$ cat src/rtl/output_buffer_drain.sv
// Output-buffer result store: entries are written by address with a per-entry valid bit.
// A scan FSM streams the valid entries to the host over valid/ready and clears each one on acceptance.
module output_buffer_drain #(
  parameter int unsigned DEPTH  = 16,
  parameter int unsigned ADDR_W = 4,
  parameter int unsigned DATA_W = 32
) (
  input  logic              clk,
  input  logic              rst,
  input  logic              wr_en,
  input  logic [ADDR_W-1:0] wr_addr,
  input  logic [DATA_W-1:0] wr_data,
  input  logic              drain_start,
  input  logic              flush,
  output logic              out_valid,
  input  logic              out_ready,
  output logic [DATA_W-1:0] out_data,
  output logic [ADDR_W-1:0] out_addr,
  output logic              busy,
  output logic              drain_done,
  output logic [ADDR_W:0]   occupancy,
  output logic              full,
  output logic              overwrite_flag
);

  typedef enum logic [1:0] {
    ST_IDLE,
    ST_SCAN,
    ST_PRESENT,
    ST_DONE
  } state_t;

  localparam logic [ADDR_W:0]   OCC_ONE  = (ADDR_W+1)'(1);
  localparam logic [ADDR_W:0]   OCC_FULL = (ADDR_W+1)'(DEPTH);
  localparam logic [ADDR_W-1:0] PTR_ONE  = ADDR_W'(1);
  localparam logic [ADDR_W-1:0] PTR_LAST = ADDR_W'(DEPTH - 1);

  state_t              state_q, state_d;
  logic [ADDR_W-1:0]   ptr_q, ptr_d;
  logic [DEPTH-1:0]    valid_q, valid_d;
  logic [ADDR_W:0]     occ_q, occ_d;
  logic                full_q, full_d;
  logic                ovf_q, ovf_d;
  logic                out_valid_q, out_valid_d;
  logic [DATA_W-1:0]   out_data_q, out_data_d;
  logic [ADDR_W-1:0]   out_addr_q, out_addr_d;
  logic                done_q, done_d;
  logic [DATA_W-1:0]   mem_q [DEPTH];

  logic handshake;
  logic wr_hits_ptr;
  logic ptr_last;
  logic mem_we;

  assign handshake   = (state_q == ST_PRESENT) && out_ready;
  assign wr_hits_ptr = wr_en && (wr_addr == ptr_q);
  assign ptr_last    = (ptr_q == PTR_LAST);
  assign mem_we      = wr_en && !flush;

  always_comb begin
    state_d     = state_q;
    ptr_d       = ptr_q;
    valid_d     = valid_q;
    occ_d       = occ_q;
    ovf_d       = ovf_q;
    out_valid_d = out_valid_q;
    out_data_d  = out_data_q;
    out_addr_d  = out_addr_q;
    done_d      = 1'b0;

    case (state_q)
      ST_IDLE: begin
        if (drain_start) begin
          state_d = ST_SCAN;
          ptr_d   = '0;
          ovf_d   = 1'b0;
        end
      end
      ST_SCAN: begin
        if (valid_q[ptr_q]) begin
          out_data_d  = mem_q[ptr_q];
          out_addr_d  = ptr_q;
          out_valid_d = 1'b1;
          state_d     = ST_PRESENT;
        end else if (ptr_last) begin
          state_d = ST_DONE;
        end else begin
          ptr_d = ptr_q + PTR_ONE;
        end
      end
      ST_PRESENT: begin
        if (handshake) begin
          out_valid_d = 1'b0;
          // A write landing on the accepted entry keeps it valid for the next pass.
          if (!wr_hits_ptr) begin
            valid_d[ptr_q] = 1'b0;
            occ_d          = occ_d - OCC_ONE;
          end
          if (ptr_last) begin
            state_d = ST_DONE;
          end else begin
            ptr_d   = ptr_q + PTR_ONE;
            state_d = ST_SCAN;
          end
        end
      end
      ST_DONE: begin
        done_d  = 1'b1;
        state_d = ST_IDLE;
      end
      default: state_d = ST_IDLE;
    endcase

    if (wr_en) begin
      if (valid_q[wr_addr] && !(handshake && wr_hits_ptr)) begin
        ovf_d = 1'b1;
      end
      if (!valid_q[wr_addr]) begin
        occ_d = occ_d + OCC_ONE;
      end
      valid_d[wr_addr] = 1'b1;
    end

    if (flush) begin
      state_d     = ST_IDLE;
      valid_d     = '0;
      occ_d       = '0;
      ovf_d       = ovf_q;
      out_valid_d = 1'b0;
      done_d      = 1'b0;
    end

    full_d = (occ_d == OCC_FULL);
  end

  always_ff @(posedge clk or negedge rst) begin
    if (!rst) begin
      state_q     <= ST_IDLE;
      ptr_q       <= '0;
      valid_q     <= '0;
      occ_q       <= '0;
      full_q      <= 1'b0;
      ovf_q       <= 1'b0;
      out_valid_q <= 1'b0;
      out_data_q  <= '0;
      out_addr_q  <= '0;
      done_q      <= 1'b0;
    end else begin
      state_q     <= state_d;
      ptr_q       <= ptr_d;
      valid_q     <= valid_d;
      occ_q       <= occ_d;
      full_q      <= full_d;
      ovf_q       <= ovf_d;
      out_valid_q <= out_valid_d;
      out_data_q  <= out_data_d;
      out_addr_q  <= out_addr_d;
      done_q      <= done_d;
    end
  end

  always_ff @(posedge clk) begin
    if (mem_we) begin
      mem_q[wr_addr] <= wr_data;
    end
  end

  assign out_valid      = out_valid_q;
  assign out_data       = out_data_q;
  assign out_addr       = out_addr_q;
  assign busy           = (state_q != ST_IDLE);
  assign drain_done     = done_q;
  assign occupancy      = occ_q;
  assign full           = full_q;
  assign overwrite_flag = ovf_q;

endmodule
$ cat config.mk
export PLATFORM = sky130hd
export DESIGN_NAME = output_buffer_drain
export DESIGN_NICKNAME = d
export VERILOG_FILES = /design/src/rtl/output_buffer_drain.sv
export SDC_FILE = /design/constraint.sdc
export NUM_CORES = 1
export LEC_CHECK = 0
export BUFFER_PORTS_ARGS = -buffer_cell sky130_fd_sc_hd__buf_2
export CORE_ASPECT_RATIO = 0.75
export CORE_MARGIN = 4
export CORE_UTILIZATION = 66
export DETAILED_ROUTE_END_ITERATION = 8
export PLACE_DENSITY = 0.84
export SYNTH_ARGS = -nofsm -noshare
export SYNTH_HDL_FRONTEND = slang
export SYNTH_SLANG_ARGS = --single-unit
$ cat constraint.sdc
create_clock -name clk -period 4.2 [get_ports clk]
set_input_delay 0.21 -clock clk [delete_from_list [all_inputs] [get_ports clk]]
set_output_delay 0.21 -clock clk [all_outputs]
set_load 0.05 [all_outputs]
---- Word-level counts from Yosys, hierarchy flattened ----
Memory sizes are Yosys's and may differ from the RTL's. A register that Yosys moved wholly into a read port is not among the register bits.
Cells that the tools add are included.
W data, S select, Z words.
operators by class
  add/sub/neg operators ................... 3
  magnitude comparators ................... 4
  eq/ne operators ......................... 13
  multiplexer cells ....................... 43
  bitwise gates (word level) .............. 3
  reduce and logical (&&, ||, !) cells .... 18
operator list
  cell                   count
  $mux W16               5
  $mux W5                6
  $and A16 B16 Y16       1
  $mux W4                4
  $not A16 Y16           1
  $or A16 B16 Y16        1
  $mux W1                15
  $mux W2                6
  $pmux W4 S3            1
  $lt A4 B5 Y1 const B   2
  $ne A3 B3 Y1 const B   3
  $bmux W1 S4            2
  $demux W1 S4           2
  $ge A4 B1 Y1 const B   2
  $pmux W2 S4            1
  $logic_and A1 B1 Y1    7
  $ne A2 B2 Y1 const B   3
  $reduce_and A3 Y1      2
  $reduce_bool A3 Y1     2
  $add A5 B1 Y5 const B  1
  $eq A5 B5 Y1 const B   1
  $sub A5 B1 Y5 const B  1
  $add A4 B1 Y4 const B  1
  $eq A2 B2 Y1 const B   2
  10 further kinds       12
storage, ports and cells
  register bits after elaboration ......... 35
  memory bits (writable) .................. 512
  input bits .............................. 42
  output and inout bits ................... 46
  logic and storage cells ................. 94
  memories kept ........................... 1
memory list
  memory  depth  width  rd ports  clocked after Yosys merged registers in  wr ports  RTL line  source
  mem_q   16     32     1         1                                        1         48        logic [DATA_W-1:0] mem_q [DEPTH];

---- Longest topological paths before layout ----
  word-level depth ........................ 12
  mapped depth ............................ 14
  gate-level depth less buffers ........... 13

---- Least setup slack after synthesis ----
OpenSTA, ideal clock, no wires.
  path kind ............................... input to register
  from .................................... input port wr_addr[1]
  to ...................................... memory mem_q[0][0], enable pin
  setup time .............................. 463 ps
  arrival ................................. 3121 ps
  data required time ...................... 3737 ps
  path slack .............................. 615 ps
  stages .................................. 4
  buffers on the path ..................... 2
  cells stage by stage .................... buf_6 > buf_6 > or3_1 > nor3_1
RTL lines
  item                RTL line  source
  start: declaration  11        input logic [ADDR_W-1:0] wr_addr,
  end: declaration    48
Straight into the memory's write port.

---- Final worst setup path ----
  from .................................... register ptr_q[0]
  to ...................................... register out_data_q[28], in the netlist out_data[28] (read register of mem_q)
on the way
  word-level cells in the longest chain between the ends .. 3
RTL lines
  item                           RTL line  source
  start: declaration             39        logic [ADDR_W-1:0] ptr_q, ptr_d;
  start signal: assignment       150       ptr_q <= ptr_d;
  $bmux W1 S4                    80        if (valid_q[ptr_q]) begin
  $mux W1 (not written as such)  80
  $reduce_and A2 Y1 (no line)    n/a
  end: declaration               45        logic [DATA_W-1:0] out_data_q, out_data_d;
Several ways; a longest one is shown, not always the timed one. The select of a mux whose other input is x is not followed.
A chain may end at the register's enable or synchronous reset.

==> results.cfg <==
[route]
drt_iter0_drc = 1610
ant_nets = 0
drt-pass1-iter-count = 7
finalWirelength_mm = 53.2
drc = 0
routedWlPerCell_um = 32.1
vias = 11464
vias_per_cell = 6.91

[sta]
period_minus_slack_ns = 3.22
final-setup-viol-count = 0
worst_pin_slew_ns = 1.09
final_max_slew_viol_count = 0
slew-limit-headroom_pct = 27.3
fmax_mhz = 310
finClkSkew_ns = 0.0215
grt_setup_unrepaired = no
min_period_over_period_pct = 76.8
fin_setup_tns_ns = 0
hold_viol_final = 0
hold_slack_ns = 0.0149

[status]
outcome = finished, final reports clean

[power]
cellPowerDensity_nw_per_um2 = 566
vdd_drop_max_mv = 0.483
power_w = 0.0146
power_leakage_nw = 8.57

[synth]
avgSynthCellArea_sq_um = 22.2
ys_types = 52
synth_nets = 1080
synth_ff_type = edfxtp_1
syn_area_sq_um = 22700
yosysSeqAreaShare_pct = 75.0
synth_warnings = 0
async_flop_share_pct = 11.6
synth_cells = 1026
ys_ff_latch = 579
synth_edf_count = 512

[clock_tree]
clock_latency_ns = 0.59
cts_root_buffer = clkbuf_16
clk_pin_slew_ns = 0.07
cts_setup_buffers = 0
ctsHtreeMaxLevel = 2
tritoncts = yes
clock_path_buffers = 3
cts_buffers = 51
post_cts_resized = 0
hold_buffers = 24
cts.sinks = 579

[placement]
gp_congestion = 0.812
io_buffers = 87
place_area_sq_um = 23800
dp_hpwl_mm = 26.4

[floorplan]
die_area_sq_um = 37500
top_level_ports = 88
dieWidth_um = 222
die_h_um = 169
initial_core_util_pct = 67.4
placementRows = 58
design.core.area_sq_um = 33700

[worst_hold_path]
hold_end = mem_q[5][6]
hp-class = in -> reg
worstHoldStart = wr_data[6]
min_path_cells = 1

[global_routing]
grt_use_total_pct = 29.0
antenna_found_initial = 3
grt_pass1_wl_mm = 79.8
grt-ovfl-total = 0
grt_max_degree = 91
first_global_vias = 11845

[worst_setup_path]
r2r.worst_path.cells = 6
critPathMaxFanout = 33
cp.arrival_ns = 3.68
crit_required_ns = 4.65
worstSetupStartpointType = register
r2r_slack_ns = 0.98
crit_family = multiplexers
r2r-end = out_data[28]
r2r-start = ptr_q[0]
crit_path_end_kind = register
path_class = reg -> reg
cp_num_buf_inv = 1
crit_slowest_cell = dfrtp_4
crit_path_cell_trace = mux4_2, a22oi_1, and3_1, nand2b_2, buf_12, mux2_1
slowest_delay_ns = 0.86

[final_layout]
seqCellArea_sq_um = 17100
design_area_sq_um = 25700
syn_to_final_growth_pct = 13.2
fin_nets = 1220
nFillCells = 1692
drive_gt1_share_pct = 35.4
multi_input_area_sq_um = 5430

[run]
cap_violations = 0
-- worst max-delay path by stage --
stage	endpoint	start	cells past startpoint	slack, ns
final	out_data[28]	ptr_q[0]	6	0.98
after floorplan	mem_q[0][0]	wr_addr[1]	4	0.62
after global routing	ptr_q[3]	ptr_q[0]	7	0.83
after detailed placement	out_data[29]	ptr_q[0]	6	1.01
after global placement	out_data[22]	ptr_q[0]	6	1.03
after CTS	out_data[28]	ptr_q[0]	6	0.97
-- cells by family after synthesis --
| group | share of synthesized area [%] |
|---|---|
| simple gates | 2.31 |
| compound gates | 1.52 |
| flops | 75.0 |
| xor+xnor | 0.457 |
| fa+ha+maj | 0.660 |
| mux | 18.5 |
| buf+inv | 1.59 |
-- report_power, final --
| group | total [W] | switching (W) | internal (W) |
|---|---|---|---|
| logic | 0.00303 | 0.00170 | 0.00134 |
| registers | 0.00677 | 0.000271 | 0.00650 |
| clock network | 0.00475 | 0.00206 | 0.00269 |
-- routing by layer --
layer	global-route usage, %	vias up	share of wire (%)
li1	-	4563	-
met3	6.62	134	10
met4	7.36	4	2.8
met5	0	-	0.045
met1	41.9	5976	37
met2	46.8	787	50
-- sequential cells by signal (all words and copies together) (netlist names) --
signal          flops
drain_done          1
full                1
mem_q             512
occupancy           5
out_addr            4
out_data           32
out_valid           1
overwrite_flag      1
ptr_q               4
state_q             2
valid_q            16
-- worst register-to-register path, cell delays in order, from the launching register on --
cell	delay, ns
dfrtp_4	0.86
mux4_2	0.59
a22oi_1	0.18
and3_1	0.25
nand2b_2	0.50
buf_12	0.32
mux2_1	0.40
-- per-stage QoR --
stage,utilization (%),instances,worst slack [ns]
after floorplan,-,1026,0.615
after global placement,70.5,1539,1.03
after detailed placement,70.5,1539,1.01
after CTS,76.2,1658,0.969
after global routing,76.3,1659,0.834
final,76.3,1659,0.976
-- cells in the mapped netlist (all sizes together), types with 2 or more instances --
cell | number | share of area (%)
a22oi | 4 | 0.13
nor2b | 6 | 0.17
and3 | 5 | 0.14
buf | 36 | 1.1
nor3 | 8 | 0.25
a2111oi | 2 | 0.083
mux4 | 164 | 16
ha | 12 | 0.66
inv | 11 | 0.18
mux2i | 12 | 0.53
or3 | 2 | 0.055
a211oi | 2 | 0.088
clkbuf | 18 | 0.30
xnor2 | 8 | 0.31
edfxtp | 512 | 68
nand2 | 20 | 0.33
xor2 | 3 | 0.15
nand3 | 23 | 0.51
o22a | 2 | 0.077
dfrtp | 67 | 7.4
nand4 | 3 | 0.083
nor2 | 23 | 0.38
and2 | 2 | 0.066
mux2 | 34 | 1.7
o21ai | 10 | 0.22
nand2b | 6 | 0.18
a31o | 16 | 0.62
a21oi | 4 | 0.10
-- cell type report --
type                    count  share of cell area, %
diodes                      1                0.00972
clock inverters            19                  0.788
well taps                 450                   2.19
multi-input cells         381                   21.1
inverters                  12                  0.175
repair buffers            141                   3.66
flip-flops and latches    579                   66.3
clock buffers              76                   5.76
-- cells in the final DEF (no fill, tap or decap), types with 3 or more instances in the layout --
cell / n
mux2_1: 4
nand3_1: 23
edfxtp_1: 512
o21ai_1: 4
dfrtp_4: 3
dfrtp_1: 63
nand2b_1: 5
mux4_2: 164
and3_1: 5
nand4_1: 3
xnor2_1: 8
nor2_1: 11
inv_1: 11
a31o_2: 16
o21ai_0: 6
ha_1: 12
dlygate4sd3_1: 24
nor2_4: 12
clkbuf_16: 53
buf_2: 86
clkinv_1: 7
nor2b_1: 6
nand2_1: 20
clkinv_2: 8
bufinv_16: 4
clkbuf_1: 16
clkbuf_8: 7
a22oi_1: 4
mux2i_1: 12
buf_12: 3
a21oi_1: 3
mux2_2: 30
buf_4: 28
nor3_2: 5
(Power assumes the default switching activity.)
